### config.mk
export PLATFORM = sky130hd
export DESIGN_NAME = duty_scale_sequencer_flat
export DESIGN_NICKNAME = d
export VERILOG_FILES = /design/src/rtl/duty_scale_sequencer_if.sv /design/src/rtl/duty_scale_sequencer.sv /design/src/flat_wrapper.sv
export SDC_FILE = /design/constraint.sdc
export NUM_CORES = 1
export LEC_CHECK = 0
export CAP_MARGIN = 20
export CORE_MARGIN = 1.5
export CORE_UTILIZATION = 50
export CTS_BUF_LIST = sky130_fd_sc_hd__clkbuf_4 sky130_fd_sc_hd__clkbuf_8
export DETAILED_ROUTE_END_ITERATION = 12
export GPL_TIMING_DRIVEN = 0
export MAX_ROUTING_LAYER = met4
export PLACE_DENSITY = 0.79
export SYNTH_ARGS = -nofsm -noshare
export SYNTH_HDL_FRONTEND = slang
export SYNTH_SLANG_ARGS = --single-unit
### constraint.sdc
create_clock -name clk -period 5.51 [get_ports clk]
set_input_delay 1.102 -clock clk [delete_from_list [all_inputs] [get_ports clk]]
set_output_delay 1.102 -clock clk [all_outputs]
set_load 0.02 [all_outputs]
### src/rtl/duty_scale_sequencer_if.sv
// Multiplier handshake between the duty scaler (master) and the shared 8x8 multiplier (slave).
interface duty_scale_sequencer_if;
    logic [7:0]  mult_a;
    logic [7:0]  mult_b;
    logic        mult_ld;
    logic        mult_rdy;
    logic [15:0] mult_res;

    modport master (
        output mult_a,
        output mult_b,
        output mult_ld,
        input  mult_rdy,
        input  mult_res
    );

    modport slave (
        input  mult_a,
        input  mult_b,
        input  mult_ld,
        output mult_rdy,
        output mult_res
    );
endinterface

### src/rtl/duty_scale_sequencer.sv
// Scales four colour bytes by a global intensity on one shared multiplier, publishing all duties at once.
// Optional SEQ_PENDING_EN: a start seen while busy queues exactly one follow-on frame.
module duty_scale_sequencer #(
    parameter int TIMEOUT = 31
) (
    input  logic                          clk,
    input  logic                          reset,
    input  logic                          start,
    input  logic [7:0]                    lint,
    input  logic [7:0]                    red_in,
    input  logic [7:0]                    green_in,
    input  logic [7:0]                    blue_in,
    input  logic [7:0]                    white_in,
    duty_scale_sequencer_if.master        mult,
    output logic [7:0]                    red_duty,
    output logic [7:0]                    green_duty,
    output logic [7:0]                    blue_duty,
    output logic [7:0]                    white_duty,
    output logic                          busy,
    output logic                          done,
    output logic                          err
);

    localparam logic [1:0] ST_IDLE = 2'd0;
    localparam logic [1:0] ST_LOAD = 2'd1;
    localparam logic [1:0] ST_WAIT = 2'd2;

    logic [1:0] state_reg;
    logic [1:0] ch_reg;
    logic [7:0] tmo_reg;
    logic [7:0] a_reg;
    logic [7:0] b_reg;
    logic       ld_reg;
    logic       busy_reg;
    logic       done_reg;
    logic       err_reg;

    logic [7:0] colour_in  [4];
    logic [7:0] snap_reg   [4];
    logic [7:0] scaled_reg [3];
    logic [7:0] duty_reg   [4];

    logic       pending_q;
    logic       frame_go;
    logic       wait_hit;
    logic       last_hit;
    logic [1:0] ch_inc;
    logic [7:0] scaled_now;

    assign colour_in[0] = red_in;
    assign colour_in[1] = green_in;
    assign colour_in[2] = blue_in;
    assign colour_in[3] = white_in;

    assign frame_go = (state_reg == ST_IDLE) && (start || pending_q);
    assign wait_hit = (state_reg == ST_WAIT) && mult.mult_rdy;
    assign last_hit = wait_hit && (ch_reg == 2'd3);
    assign ch_inc   = ch_reg + 2'd1;

    // Adding the colour once turns colour*lint into colour*(lint+1), so lint=255 is unity gain.
    assign scaled_now = 8'((mult.mult_res + {8'b0, a_reg}) >> 8);

`ifdef SEQ_PENDING_EN
    logic pending_reg;

    always_ff @(posedge clk or posedge reset) begin
        if (reset) begin
            pending_reg <= 1'b0;
        end else if (frame_go) begin
            pending_reg <= 1'b0;
        end else if (start && (state_reg != ST_IDLE)) begin
            pending_reg <= 1'b1;
        end
    end

    assign pending_q = pending_reg;
`else
    assign pending_q = 1'b0;
`endif

    genvar gi;
    generate
        for (gi = 0; gi < 4; gi++) begin : g_snap
            always_ff @(posedge clk or posedge reset) begin
                if (reset) begin
                    snap_reg[gi] <= 8'd0;
                end else if (frame_go) begin
                    snap_reg[gi] <= colour_in[gi];
                end
            end
        end

        for (gi = 0; gi < 3; gi++) begin : g_scaled
            always_ff @(posedge clk or posedge reset) begin
                if (reset) begin
                    scaled_reg[gi] <= 8'd0;
                end else if (wait_hit && (ch_reg == 2'(gi))) begin
                    scaled_reg[gi] <= scaled_now;
                end
            end
        end

        // White is the last channel, so its product goes straight to the duty register.
        for (gi = 0; gi < 4; gi++) begin : g_duty
            if (gi < 3) begin : g_mid
                always_ff @(posedge clk or posedge reset) begin
                    if (reset) begin
                        duty_reg[gi] <= 8'd0;
                    end else if (last_hit) begin
                        duty_reg[gi] <= scaled_reg[gi];
                    end
                end
            end else begin : g_last
                always_ff @(posedge clk or posedge reset) begin
                    if (reset) begin
                        duty_reg[gi] <= 8'd0;
                    end else if (last_hit) begin
                        duty_reg[gi] <= scaled_now;
                    end
                end
            end
        end
    endgenerate

    always_ff @(posedge clk or posedge reset) begin
        if (reset) begin
            state_reg <= ST_IDLE;
            ch_reg    <= 2'd0;
            tmo_reg   <= 8'd0;
            a_reg     <= 8'd0;
            b_reg     <= 8'd0;
            ld_reg    <= 1'b0;
            busy_reg  <= 1'b0;
            done_reg  <= 1'b0;
            err_reg   <= 1'b0;
        end else begin
            ld_reg   <= 1'b0;
            done_reg <= 1'b0;
            case (state_reg)
                ST_IDLE: begin
                    if (frame_go) begin
                        state_reg <= ST_LOAD;
                        ch_reg    <= 2'd0;
                        err_reg   <= 1'b0;
                        a_reg     <= colour_in[0];
                        b_reg     <= lint;
                        ld_reg    <= 1'b1;
                        busy_reg  <= 1'b1;
                    end else begin
                        busy_reg  <= 1'b0;
                    end
                end
                // A ready seen here could belong to the previous operand, so it is not sampled.
                ST_LOAD: begin
                    state_reg <= ST_WAIT;
                    tmo_reg   <= 8'd0;
                end
                ST_WAIT: begin
                    if (mult.mult_rdy) begin
                        if (ch_reg != 2'd3) begin
                            ch_reg    <= ch_inc;
                            a_reg     <= snap_reg[ch_inc];
                            ld_reg    <= 1'b1;
                            state_reg <= ST_LOAD;
                        end else begin
                            done_reg  <= 1'b1;
                            busy_reg  <= pending_q;
                            state_reg <= ST_IDLE;
                        end
                    end else if (tmo_reg == 8'(TIMEOUT - 1)) begin
                        err_reg   <= 1'b1;
                        busy_reg  <= pending_q;
                        state_reg <= ST_IDLE;
                    end else begin
                        tmo_reg   <= tmo_reg + 8'd1;
                    end
                end
                default: begin
                    state_reg <= ST_IDLE;
                    busy_reg  <= 1'b0;
                end
            endcase
        end
    end

    assign mult.mult_a  = a_reg;
    assign mult.mult_b  = b_reg;
    assign mult.mult_ld = ld_reg;

    assign red_duty   = duty_reg[0];
    assign green_duty = duty_reg[1];
    assign blue_duty  = duty_reg[2];
    assign white_duty = duty_reg[3];
    assign busy       = busy_reg;
    assign done       = done_reg;
    assign err        = err_reg;

endmodule

### src/flat_wrapper.sv
// flat-port wrapper written by rule: the top's interface ports become plain ports
module duty_scale_sequencer_flat 
#(
    parameter int TIMEOUT = 31
)
  (clk, reset, start, lint, red_in, green_in, blue_in, white_in, red_duty, green_duty, blue_duty, white_duty, busy, done, err, mult_mult_a, mult_mult_b, mult_mult_ld, mult_mult_rdy, mult_mult_res);
  duty_scale_sequencer_if mult_i ();
  input  logic clk;
  input  logic reset;
  input  logic start;
  input  logic [7:0] lint;
  input  logic [7:0] red_in;
  input  logic [7:0] green_in;
  input  logic [7:0] blue_in;
  input  logic [7:0] white_in;
  output logic [7:0] red_duty;
  output logic [7:0] green_duty;
  output logic [7:0] blue_duty;
  output logic [7:0] white_duty;
  output logic busy;
  output logic done;
  output logic err;
  output wire logic [$bits(mult_i.mult_a)-1:0] mult_mult_a;
  output wire logic [$bits(mult_i.mult_b)-1:0] mult_mult_b;
  output wire logic [$bits(mult_i.mult_ld)-1:0] mult_mult_ld;
  input wire logic [$bits(mult_i.mult_rdy)-1:0] mult_mult_rdy;
  input wire logic [$bits(mult_i.mult_res)-1:0] mult_mult_res;
  assign mult_mult_a = mult_i.mult_a;
  assign mult_mult_b = mult_i.mult_b;
  assign mult_mult_ld = mult_i.mult_ld;
  assign mult_i.mult_rdy = mult_mult_rdy;
  assign mult_i.mult_res = mult_mult_res;
  duty_scale_sequencer #(.TIMEOUT(TIMEOUT)) u_core (.clk(clk), .reset(reset), .start(start), .lint(lint), .red_in(red_in), .green_in(green_in), .blue_in(blue_in), .white_in(white_in), .mult(mult_i), .red_duty(red_duty), .green_duty(green_duty), .blue_duty(blue_duty), .white_duty(white_duty), .busy(busy), .done(done), .err(err));
endmodule
==> results.env, run 1 <==
STATUS='finished clean'
GLOBALROUTE.TOTALOVERFLOW=0
PLACEMENT_ROWS=37
FIN_WORST_SKEW_PS=12.0
DETAIL_ROUTE.WL_PER_CELL_UM=15.3
VIA_PER_INST=5.22
CLK_PATH_BUF_DEPTH=2
WORST-SLEW-PIN-TRANSITION_PS=913
MAX_FREQ_MHz=344
ANTENNA_LEFT=0
CP_MAX_FO=9
WORST-ENDPOINT-REQUIRED_PS=5790
MOST_AREA_CONSUMING_CELLS_AFTER_SYNTHESIS='sky130_fd_sc_hd__dfrtp_1, sky130_fd_sc_hd__nand2_1, sky130_fd_sc_hd__mux2_2'
CELL_CHOSEN_FOR_THE_CLOCK_ROOT='sky130_fd_sc_hd__clkbuf_8'
WORST-SETUP-PATH-TYPE='input port to flop'
FLOORPLAN.IO_PINS=112
TRITONCTS_CLOCK_TREE='done'
SYNTH.MUX.AREA_FRACTION_PCT=11.1
TIMING.MAX_CAP.VIOLATIONS=0
FIN_WORST_HOLD_SLACK_PS=482
LARGEST_REGISTER_FF_COUNT=32
SLEW_HEADROOM_PCT=39.1
CTSHTREEMAXLEVEL=4
YOSYS.AREA.TOP_TYPE_SHARE_PCT=57.2
GRT_START_MAX_NET_PINS=74
CTSHOLDBUFFERS=0
POWER_DENSITY_mW_PER_MM2=507
I_O_BUFFERS=111
NUMBER_OF_ANTENNA_VIOLATIONS_AT_THE_FIRST_CHECK_IN_GLOBAL_ROUTING=0
FINAL_HOLD_VIOL_COUNT=0
DETAILEDPLACEMENTHPWL_UM=8560
POST_ROUTE_CELLS_DRIVE_ABOVE_1_SHARE_PCT=12.6
CTS.REPAIR.RESIZED=0
TIMING.FINAL.MAX_SLEW_VIOLATIONS=0
SYNTH_WARNINGS=0
DRT_ITER0_MARKERS=234
YS_ASYNC_SR_FRACTION_PCT=100
DESIGN.FINAL.NETS=701
POSTCTSSETUPBUFFERS=0
SYNTH_FA_HA_AREA_SHARE_PCT=3.10
CRIT_PATH_END_KIND='flop'
POST_SYNTH_INSTANCE_AREA_MM2=0.00525
FP.COREAREA_MM2=0.0103
AREAGROWTHSYNTHTOFINISH_PCT=33.3
SYNTH_MOST_COMMON_CELL='sky130_fd_sc_hd__nand2_1'
SYNTHXORXNORAREAFRAC_PCT=1.50
SYNTH_TOP_FAMILY_BY_AREA='simple AND/OR/NAND/NOR gates'
FINAL_PERIOD_MINUS_WORST_SETUP_SLACK_PS=2910
SETUP_VIOL=0
SYNTH_SIMPLE_GATE_AREA_SHARE_PCT=17.0
NETLIST.TOP_CELL.BY_AREA='sky130_fd_sc_hd__dfrtp_1'
START_UTIL_PCT=51.1
SYNTH_COMMON_CELLS='sky130_fd_sc_hd__nand2_1, sky130_fd_sc_hd__dfrtp_1, sky130_fd_sc_hd__o21ai_0, sky130_fd_sc_hd__mux2_2, sky130_fd_sc_hd__clkbuf_1'
NUMBER_OF_GLOBAL_ROUTE_VIAS_BEFORE_REPAIR=4051
CLKSLEWWORSTSETUPHOLDPATHS_PS=80
CTS-BUFFERS-INSERTED=17
TIMING.CRITICAL_PATH.ARRIVAL_PS=3190
DETAIL_ROUTE.WIRELENGTH_UM=11900
SYNTH.AVG_CELL_AREA_UM2=10.6
CLOCK_SINKS=120
FIN_TOTAL_PWR_uW=3550
DIE-HEIGHT_UM=105
SYNTHESIS.INSTANCES=497
DRTPASS1ITERATIONS=4
GP_ROUTABILITY_CONGESTION=0.833
DIODES=0
SYNTH_COMPOUND_GATE_AREA_SHARE_PCT=7.67
SYNTH_SEQ_AREA_SHARE_PCT=57.2
WORST_IR_DROP_VDD_V=0.000283
GRT_PASS1_WL_UM=19700
CLK-INSERTION-DELAY-LATE_PS=430
SYNTH-SEQ-CELLS=120
SYNTH-MAIN-FF-CELL='sky130_fd_sc_hd__dfrtp_1'
DIE_W_UM=105
MIN_PATH_TYPE='flop to flop'
YOSYSUNIQUECELLTYPES=44
LEAKAGEPOWER_uW=0.00335
DRC_ERRORS_LEFT=0
SYNTH_ENABLE_FLOP_CELLS=0
DIE-AREA_MM2=0.0111
RSZ0062_AT_GRT='no'
WORSTSETUPSTARTPOINTTYPE='input port'
TOTAL_VIA_COUNT_IN_THE_ROUTED_DESIGN=4056
GR-USAGE-ALL-LAYERS_PCT=23.7
SYNTH_FP_NETS=570
MIN_PERIOD_OVER_PERIOD_PCT=52.7
## per-stage QoR
| stage | util, % | instances | worst slack (ps) | TNS (ps) | instance area, um2 |
|---|---|---|---|---|---|
| floorplan | - | 497 | 1220 | 0 | 5250 |
| global placement | 63.6 | 744 | -271 | -31830 | 6530 |
| detailed placement | 63.9 | 745 | 2150 | 0 | 6560 |
| CTS | 68.1 | 777 | 2630 | 0 | 7000 |
| global route | 68.1 | 777 | 2470 | 0 | 7000 |
| finish | 68.1 | 777 | 2600 | 0 | 7000 |
## worst max-delay path: stages
cell                              delay (ps)
sky130_fd_sc_hd__clkdlybuf4s50_1         410
sky130_fd_sc_hd__ha_1                    310
sky130_fd_sc_hd__a211o_1                 320
sky130_fd_sc_hd__a21o_1                  250
sky130_fd_sc_hd__o21ai_1                 220
sky130_fd_sc_hd__xor2_1                  400
sky130_fd_sc_hd__o21ai_0                 180
## layer usage
metal | share of wire [%] | track usage [%] | vias up
met4 | 0.94 | 6.47 | 0
met2 | 50 | 38.8 | 142
met3 | 5.5 | 7.17 | 14
met5 | 0 | - | -
met1 | 43 | 28.6 | 1980
li1 | - | - | 1920
## layout make-up
| class | count | area, um2 |
|---|---|---|
| Timing Repair Buffer | 112 | 1140 |
| Buffer | 22 | 95.1 |
| Clock inverter | 15 | 201 |
| Tap cell | 136 | 170 |
| Multi-Input combinational cell | 346 | 2120 |
| Inverter | 9 | 36.3 |
| Clock buffer | 17 | 234 |
| Fill cell | 795 | 3280 |
| Sequential cell | 120 | 3000 |
## report_power, final
| part | total (uW) | switching (uW) | internal, uW |
|---|---|---|---|
| registers | 1410 | 206 | 1200 |
| clock network | 867 | 400 | 466 |
| logic | 1280 | 691 | 586 |
## placed cells by master, fill, tap and decap left out, drive strengths merged, types with 2 or more instances in the layout
master         synthesis  layout
and2                   2       2
and3                   2       2
and4                   2       2
buf                    8       9
bufinv                 0       3
clkbuf                14      31
clkdlybuf4s50          0     111
clkinv                 0       2
dfrtp                120     120
ha                    13      13
inv                    9      18
mux2                  26      26
mux2i                 11      11
mux4                   8       8
nand2                172     172
nand3                  8       8
nand4                  2       2
nor2                  13      13
nor2b                  2       2
nor3b                  2       2
o211a                  2       2
o211ai                 4       4
o21ai                 49      49
o21bai                 2       2
or2b                   4       4
xor2                   8       8
## path summary, 6_finish.rpt
kind	startpoint	to	slack, ps	cells past startpoint
max	mult_mult_res[5]	u_core.scaled_reg[1]$_DFFE_PP0P_	2600	7
max in group asynchronous	reset	u_core.white_duty[1]$_DFFE_PP0P_	3560	3
min reg2reg	u_core.snap_reg[20]$_DFFE_PP0P_	u_core.snap_reg[20]$_DFFE_PP0P_	480	2
max reg2reg	u_core.ch_reg[0]$_DFFE_PP0P_	u_core.mult.mult_a[2]$_DFFE_PP0P_	2870	7
min	u_core.snap_reg[20]$_DFFE_PP0P_	u_core.snap_reg[20]$_DFFE_PP0P_	480	2
min in group asynchronous	reset	u_core.blue_duty[4]$_DFFE_PP0P_	1220	2
## logic make-up after synthesis
family | count (synthesis)
xor gates and xnor gates | 9
buffers and inverters | 31
DFF | 120
AOI/OAI and AO/OA | 65
adders and majority gates | 13
and+or+nand+nor | 214
muxes | 45
No activity file was read; power rests on OpenSTA's default activity.
==> run 2, diff against run 1 <==
Clock period 5.51 ns to 2.91 ns, I/O delays scaled along.
==> results.env, run 2 (same netlist as run 1, synthesis figures left out) <==
CRITPATHLAUNCH='u_core.ch_reg[0]$_DFFE_PP0P_'  # was mult_mult_res[5]
DRC_ERRORS_LEFT=0  # unchanged
TNS_PS=0  # unchanged
GP_ROUTABILITY_CONGESTION=0.805  # was 0.833
POST_ROUTE_CELLS_DRIVE_ABOVE_1_SHARE_PCT=12.9  # was 12.6%
LEAKAGEPOWER_uW=0.00337  # was 0.00335 uW
POSTCTSSETUPBUFFERS=0  # unchanged
STATUS='finished clean'  # unchanged
CELL_CHOSEN_FOR_THE_CLOCK_ROOT='sky130_fd_sc_hd__clkbuf_8'  # unchanged
WORSTREG2REGSTART='u_core.ch_reg[0]$_DFFE_PP0P_'  # unchanged
TIMING.FINAL.MAX_SLEW_VIOLATIONS=0  # unchanged
CLOCK_SINKS=120  # unchanged
CLK_PATH_BUF_DEPTH=2  # unchanged
DETAILEDPLACEMENTHPWL_UM=8790  # was 8560 um
I_O_BUFFERS=111  # unchanged
REG2REGPATHDEPTH=7  # unchanged
VIA_PER_INST=5.21  # was 5.22
DIODES=0  # unchanged
CLKSLEWWORSTSETUPHOLDPATHS_PS=80  # about the same
DPL_CELL_AREA_MM2=0.00660  # was 0.00656 mm2
MAX_FREQ_MHz=379
SETUP_VIOL=0  # unchanged
CTS.REPAIR.RESIZED=0  # unchanged
MIN_PATH_TYPE='flop to flop'  # unchanged
RSZ0062_AT_GRT='no'  # unchanged
MIN_PERIOD_OVER_PERIOD_PCT=90.6
TIMING.CRITICAL_PATH.ARRIVAL_PS=2930  # was 3190 ps
DRT_ITER0_MARKERS=144  # was 234
CP_MAX_FO=10  # was 9
MOST-COMMON-LAYOUT-CELLS='sky130_fd_sc_hd__nand2_1, sky130_fd_sc_hd__dfrtp_1, sky130_fd_sc_hd__clkdlybuf4s50_1'  # unchanged
DETAIL_ROUTE.WIRELENGTH_UM=12200  # was 11900 um
GR-USAGE-ALL-LAYERS_PCT=24.0  # was 23.7%
TIMING.MAX_CAP.VIOLATIONS=0  # unchanged
GLOBALROUTE.TOTALOVERFLOW=0  # unchanged
NUMBER_OF_ANTENNA_VIOLATIONS_AT_THE_FIRST_CHECK_IN_GLOBAL_ROUTING=0  # unchanged
FINAL_PERIOD_MINUS_WORST_SETUP_SLACK_PS=2640
POWER_DENSITY_mW_PER_MM2=963  # was 507 mW/mm2
DIE-AREA_MM2=0.0111  # unchanged
WORST-SLEW-PIN-TRANSITION_PS=662  # was 913 ps
FINAL_HOLD_VIOL_COUNT=0  # unchanged
FP.COREAREA_MM2=0.0103  # unchanged
HOLD_START='u_core.scaled_reg[1]$_DFFE_PP0P_'  # was u_core.snap_reg[20]$_DFFE_PP0P_
GRT_START_MAX_NET_PINS=44  # was 74
WORST-ENDPOINT-REQUIRED_PS=3200  # was 5790 ps
WORST_HOLD_PATH.NUM_CELLS=2  # unchanged
DETAIL_ROUTE.WL_PER_CELL_UM=15.6  # was 15.3 um
DPL_WORST_SLACK_PS=73.7  # was 2150 ps
START_UTIL_PCT=51.1  # unchanged
CTSHOLDBUFFERS=0  # unchanged
CRIT_PATH_END_KIND='flop'  # unchanged
DESIGN.FINAL.NETS=703  # was 701
MOST_COMMON_CELL_AFTER_LAYOUT_FILL_AND_TAPS_ASIDE='sky130_fd_sc_hd__nand2_1'  # unchanged
TOTAL_VIA_COUNT_IN_THE_ROUTED_DESIGN=4057  # was 4056
FIN_CELLS=779  # was 777
PLACEMENT_ROWS=37  # unchanged
FIN_WORST_SKEW_PS=13.5  # was 12.0 ps
LARGEST_REGISTER_FF_COUNT=32  # unchanged
TRITONCTS_CLOCK_TREE='done'  # unchanged
WORSTSETUPSTARTPOINTTYPE='flop'  # was input port
NUMBER_OF_GLOBAL_ROUTE_VIAS_BEFORE_REPAIR=4257  # was 4051
GRT_PASS1_WL_UM=20200  # was 19700 um
FLOORPLAN.IO_PINS=112  # unchanged
SLEW_HEADROOM_PCT=55.8  # was 39.1%
LAYOUT.CELL_AREA.NON_FILLER_MM2=0.00705  # was 0.00700 mm2
AREAGROWTHSYNTHTOFINISH_PCT=34.3  # was 33.3%
DIE-HEIGHT_UM=105  # unchanged
WORST-SETUP-PATH-TYPE='flop to flop'  # was input port to flop
CLK-INSERTION-DELAY-LATE_PS=420  # was 430 ps
MIN_DELAY_WORST_ENDPOINT='u_core.scaled_reg[1]$_DFFE_PP0P_'  # was u_core.snap_reg[20]$_DFFE_PP0P_
DIE_W_UM=105  # unchanged
TIMING.FINAL.WS_SETUP_PS=275  # was 2600 ps
ANTENNA_LEFT=0  # unchanged
FILLERS=805  # was 795
WORST_IR_DROP_VDD_V=0.000509  # was 0.000283 V
DRTPASS1ITERATIONS=5  # was 4
CTS-BUFFERS-INSERTED=17  # unchanged
CTSHTREEMAXLEVEL=4  # unchanged
TIMING.REG2REG.SETUP_SLACK_PS=270  # was 2870 ps
FIN_UTIL_PCT=68.6  # was 68.1%
REG2REG_TO='u_core.mult.mult_a[4]$_DFFE_PP0P_'  # was u_core.mult.mult_a[2]$_DFFE_PP0P_
POST-PLACE-CELLS=747  # was 745
[run 2: cell count changes in the layout (fill, tap and decap cells not counted), sizes merged]
cell	before	now
inv	18	11
clkinvlp	1	3
bufinv	3	4
clkbuf	31	33
buf	9	11
clkinv	2	4
[run 2: area by class of cell]
cell class / instances / area (um2) / area share (%)
buffer: 22 / 95.1 / 1.35
clock buffer: 19 / 262 / 3.71
clock inverter: 13 / 193 / 2.73
inverter: 9 / 37.5 / 0.532
multi-input combinational: 346 / 2120 / 30.1
sequential: 120 / 3000 / 42.6
tap: 136 / 170 / 2.41
timing repair buffer: 114 / 1170 / 16.6
[run 2: power breakdown]
part | internal [uW] | total (uW) | leakage [uW] | switching, uW
registers | 2270 | 2670 | 0.00157 | 395
logic | 1120 | 2440 | 0.00158 | 1320
clock network | 990 | 1690 | 0.000223 | 695
total | 4380 | 6790 | 0.00337 | 2410
[run 2: worst max-delay path, cell delays in order (launching register included)]
cell,delay (ps)
sky130_fd_sc_hd__dfrtp_1,380
sky130_fd_sc_hd__clkbuf_1,530
sky130_fd_sc_hd__inv_1,150
sky130_fd_sc_hd__ha_1,320
sky130_fd_sc_hd__buf_2,290
sky130_fd_sc_hd__mux4_2,540
sky130_fd_sc_hd__mux2i_1,190
sky130_fd_sc_hd__o21ai_0,100
[run 2: metrics by stage]
stage                     power, uW  hold slack (ps)
final                          6790              477
after global routing           7220              501
after detailed placement       5110              461
after CTS                      6830              478
after global placement         4970              453
after floorplan                4130              440
[run 2: worst max path at each step]
stage,endpoint,cells past startpoint
global placement,u_core.snap_reg[10]$_DFFE_PP0P_,2
finish,u_core.mult.mult_a[4]$_DFFE_PP0P_,7
detailed placement,u_core.scaled_reg[17]$_DFFE_PP0P_,7
CTS,u_core.mult.mult_a[4]$_DFFE_PP0P_,7
global route,u_core.mult.mult_a[4]$_DFFE_PP0P_,7
floorplan,u_core.mult.mult_a[0]$_DFFE_PP0P_,7
[run 2: metal layers]
layer,vias up,GRT usage (%),wire (um)
met5,-,-,0
met4,0,8.59,204
met3,21,5.13,631
met2,133,40.5,6200
met1,1970,28.5,5130
li1,1933,-,-
==> run 3, diff against run 2 <==
Settings changed: CORE_MARGIN 1.5 to unset, SLEW_MARGIN set to 30.
==> results.env, run 3 (same netlist as run 1, synthesis figures left out) <==
POST_ROUTE_CELLS_DRIVE_ABOVE_1_SHARE_PCT=13.0  # was 12.9%
WORSTSETUPSTARTPOINTTYPE='flop'  # unchanged
CTS-BUFFERS-INSERTED=17  # unchanged
MIN_PERIOD_OVER_PERIOD_PCT=89.2  # was 90.6%
GP_ROUTABILITY_CONGESTION=0.822  # was 0.805
START_UTIL_PCT=51.3  # was 51.1%
DIODES=0  # unchanged
SETUP_VIOL=0  # unchanged
CELL_CHOSEN_FOR_THE_CLOCK_ROOT='sky130_fd_sc_hd__clkbuf_8'  # unchanged
FINAL_HOLD_VIOL_COUNT=0  # unchanged
DIE_W_UM=104  # was 105 um
NUMBER_OF_ANTENNA_VIOLATIONS_AT_THE_FIRST_CHECK_IN_GLOBAL_ROUTING=0  # unchanged
CLKSLEWWORSTSETUPHOLDPATHS_PS=70  # was 80 ps
WORST-SLEW-PIN-TRANSITION_PS=617  # was 662 ps
TIMING.CRITICAL_PATH.ARRIVAL_PS=2890  # was 2930 ps
RSZ0062_AT_GRT='no'  # unchanged
ANTENNA_LEFT=0  # unchanged
CRIT_PATH_END_KIND='flop'  # unchanged
WORST_IR_DROP_VDD_V=0.000621  # was 0.000509 V
SEQ_PWR_SHARE_PCT=40.3  # was 39.3%
GRT_START_MAX_NET_PINS=32  # was 44
WORSTREG2REGSTART='u_core.ch_reg[0]$_DFFE_PP0P_'  # unchanged
WORST-SETUP-PATH-TYPE='flop to flop'  # unchanged
NUMBER_OF_GLOBAL_ROUTE_VIAS_BEFORE_REPAIR=4132  # was 4257
TNS_PS=0  # unchanged
CTSHOLDBUFFERS=0  # unchanged
DIE-AREA_MM2=0.0109  # was 0.0111 mm2
CTS.REPAIR.RESIZED=0  # unchanged
VIA_PER_INST=5.19  # was 5.21
SW_FRAC_OF_TOTAL_PCT=35.9  # was 35.5%
CRIT_CHAIN='clkbuf_1 > inv_1 > ha_1 > buf_2 > mux4_2 > mux2i_1 > o21ai_0'  # unchanged
TIMING.CRITICAL_PATH.TO='u_core.mult.mult_a[2]$_DFFE_PP0P_'  # was u_core.mult.mult_a[4]$_DFFE_PP0P_
FILLERS=769  # was 805
DRTPASS1ITERATIONS=4  # was 5
FINAL_PERIOD_MINUS_WORST_SETUP_SLACK_PS=2600  # was 2640 ps
DIE-HEIGHT_UM=104  # was 105 um
DETAIL_ROUTE.WL_PER_CELL_UM=15.2  # was 15.6 um
TIMING.FINAL.WS_SETUP_PS=313  # was 275 ps
POWER_DENSITY_mW_PER_MM2=937  # was 963 mW/mm2
DESIGN.FINAL.NETS=704  # was 703
CTSHTREEMAXLEVEL=4  # unchanged
WORST-ENDPOINT-REQUIRED_PS=3200  # about the same
MOST-COMMON-LAYOUT-CELLS='sky130_fd_sc_hd__nand2_1, sky130_fd_sc_hd__dfrtp_1, sky130_fd_sc_hd__clkdlybuf4s50_1'  # unchanged
GRT_PASS1_WL_UM=19800  # was 20200 um
TOTAL_VIA_COUNT_IN_THE_ROUTED_DESIGN=4050  # was 4057
FLOORPLAN.IO_PINS=112  # unchanged
TIMING.MAX_CAP.VIOLATIONS=0  # unchanged
DRC_ERRORS_LEFT=0  # unchanged
TIMING.FINAL.MAX_SLEW_VIOLATIONS=0  # unchanged
TRITONCTS_CLOCK_TREE='done'  # unchanged
LEAKAGEPOWER_uW=0.00337  # about the same
GLOBALROUTE.TOTALOVERFLOW=0  # unchanged
I_O_BUFFERS=111  # unchanged
FIN_WORST_SKEW_PS=15.7  # was 13.5 ps
MOST_COMMON_CELL_AFTER_LAYOUT_FILL_AND_TAPS_ASIDE='sky130_fd_sc_hd__nand2_1'  # unchanged
CLK-INSERTION-DELAY-LATE_PS=430  # was 420 ps
LAYOUT.CELL_AREA.NON_FILLER_MM2=0.00705  # about the same
SLEW_HEADROOM_PCT=58.8  # was 55.8%
CLK_PATH_BUF_DEPTH=2  # unchanged
LARGEST_REGISTER_FF_COUNT=32  # unchanged
MIN_PATH_TYPE='flop to flop'  # unchanged
DETAIL_ROUTE.WIRELENGTH_UM=11800  # was 12200 um
DETAILEDPLACEMENTHPWL_UM=8890  # was 8790 um
TOTAL_SWITCHING_POWER_uW=2370  # was 2410 uW
FIN_WORST_HOLD_SLACK_PS=476  # was 477 ps
POSTCTSSETUPBUFFERS=0  # unchanged
TIMING.REG2REG.SETUP_SLACK_PS=310  # was 270 ps
FP.COREAREA_MM2=0.0102  # was 0.0103 mm2
DRT_ITER0_MARKERS=114  # was 144
INTERNAL_CELL_POWER_uW=4230  # was 4380 uW
POWER.SHARE.CLOCK_PCT=23.2  # was 24.8%
GR-USAGE-ALL-LAYERS_PCT=24.0  # about the same
STATUS='finished clean'  # unchanged
DPL_CELL_AREA_MM2=0.00663  # was 0.00660 mm2
AREAGROWTHSYNTHTOFINISH_PCT=34.2  # was 34.3%
REG2REGPATHDEPTH=7  # unchanged
PLACEMENT_ROWS=37  # unchanged
FIN_TOTAL_PWR_uW=6610  # was 6790 uW
COMBPWRFRAC_PCT=36.6  # was 35.9%
REG2REG_TO='u_core.mult.mult_a[2]$_DFFE_PP0P_'  # was u_core.mult.mult_a[4]$_DFFE_PP0P_
DPL_WORST_SLACK_PS=50.9  # was 73.7 ps
CRITPATHLAUNCH='u_core.ch_reg[0]$_DFFE_PP0P_'  # unchanged
CLOCK_SINKS=120  # unchanged
TIMING.CRITICAL_PATH.SLOWEST_CELL_DELAY_PS=550  # was 540 ps
CP_MAX_FO=10  # unchanged
HOLD_START='u_core.scaled_reg[0]$_DFFE_PP0P_'  # was u_core.scaled_reg[1]$_DFFE_PP0P_
CPMAXSTAGEDELAYCELL='sky130_fd_sc_hd__mux4_2'  # unchanged
MAX_FREQ_MHz=385  # was 379 MHz
-- run 3: cell count changes in the layout (fill, tap and decap cells not counted), sizes merged --
cell	delta
bufinv	-2
buf	+1
clkbuf	+1
clkinv	+1
clkinvlp	-1
inv	+1
-- run 3: routing by layer --
metal | part of all wire (%) | wire, um | track usage [%] | vias to the layer above
met2 | 50 | 5900 | 39.4 | 126
li1 | - | - | - | 1930
met5 | 0 | 0 | - | -
met4 | 1.4 | 163 | 7.96 | 0
met1 | 44 | 5150 | 29.2 | 1976
met3 | 5.3 | 623 | 5.89 | 18
-- run 3: worst min path at each step --
stage / end / slack (ps) / depth (start not counted)
6_report: u_core.scaled_reg[0]$_DFFE_PP0P_ / 480 / 2
5_1_grt: u_core.snap_reg[30]$_DFFE_PP0P_ / 510 / 2
4_1_cts: u_core.snap_reg[13]$_DFFE_PP0P_ / 480 / 2
3_5_place_dp: u_core.snap_reg[13]$_DFFE_PP0P_ / 460 / 2
3_3_place_gp: u_core.snap_reg[24]$_DFFE_PP0P_ / 450 / 2
2_1_floorplan: u_core.snap_reg[24]$_DFFE_PP0P_ / 440 / 2
-- run 3: final cells by class --
type                       count  area, um2  area share (%)
buffer                        22       95.1            1.35
clock buffer                  20        275            3.91
clock inverter                12        139            1.97
inverter                       9       37.5           0.533
multi-input combinational    346       2120            30.1
sequential                   120       3000            42.6
tap                          136        170            2.41
timing repair buffer         115       1210            17.1
-- run 3: power by group through the flow --
| stage | logic (uW) | clock network (uW) | registers [uW] |
|---|---|---|---|
| after CTS | 2440 | 1550 | 2660 |
| after global routing | 2670 | 1630 | 2730 |
| after detailed placement | 2420 | 0 | 2680 |
| after floorplan | 1310 | 0 | 2820 |
| after global placement | 2320 | 0 | 2650 |
| final | 2410 | 1530 | 2660 |
-- run 3: per-stage QoR --
stage,cells,util (%)
6_report,780,68.9
5_1_grt,780,68.9
4_1_cts,780,68.9
3_5_place_dp,748,64.8
3_3_place_gp,744,63.9
2_1_floorplan,497,-
-- run 3: worst max-delay path: cells and delay by family (launching register included) --
family,cells,cell delay (ps)
buffers and inverters,3,930
multiplexers,2,750
flip-flops,1,370
adder cells (fa/ha/maj),1,310
AO/OA/AOI/OAI,1,110
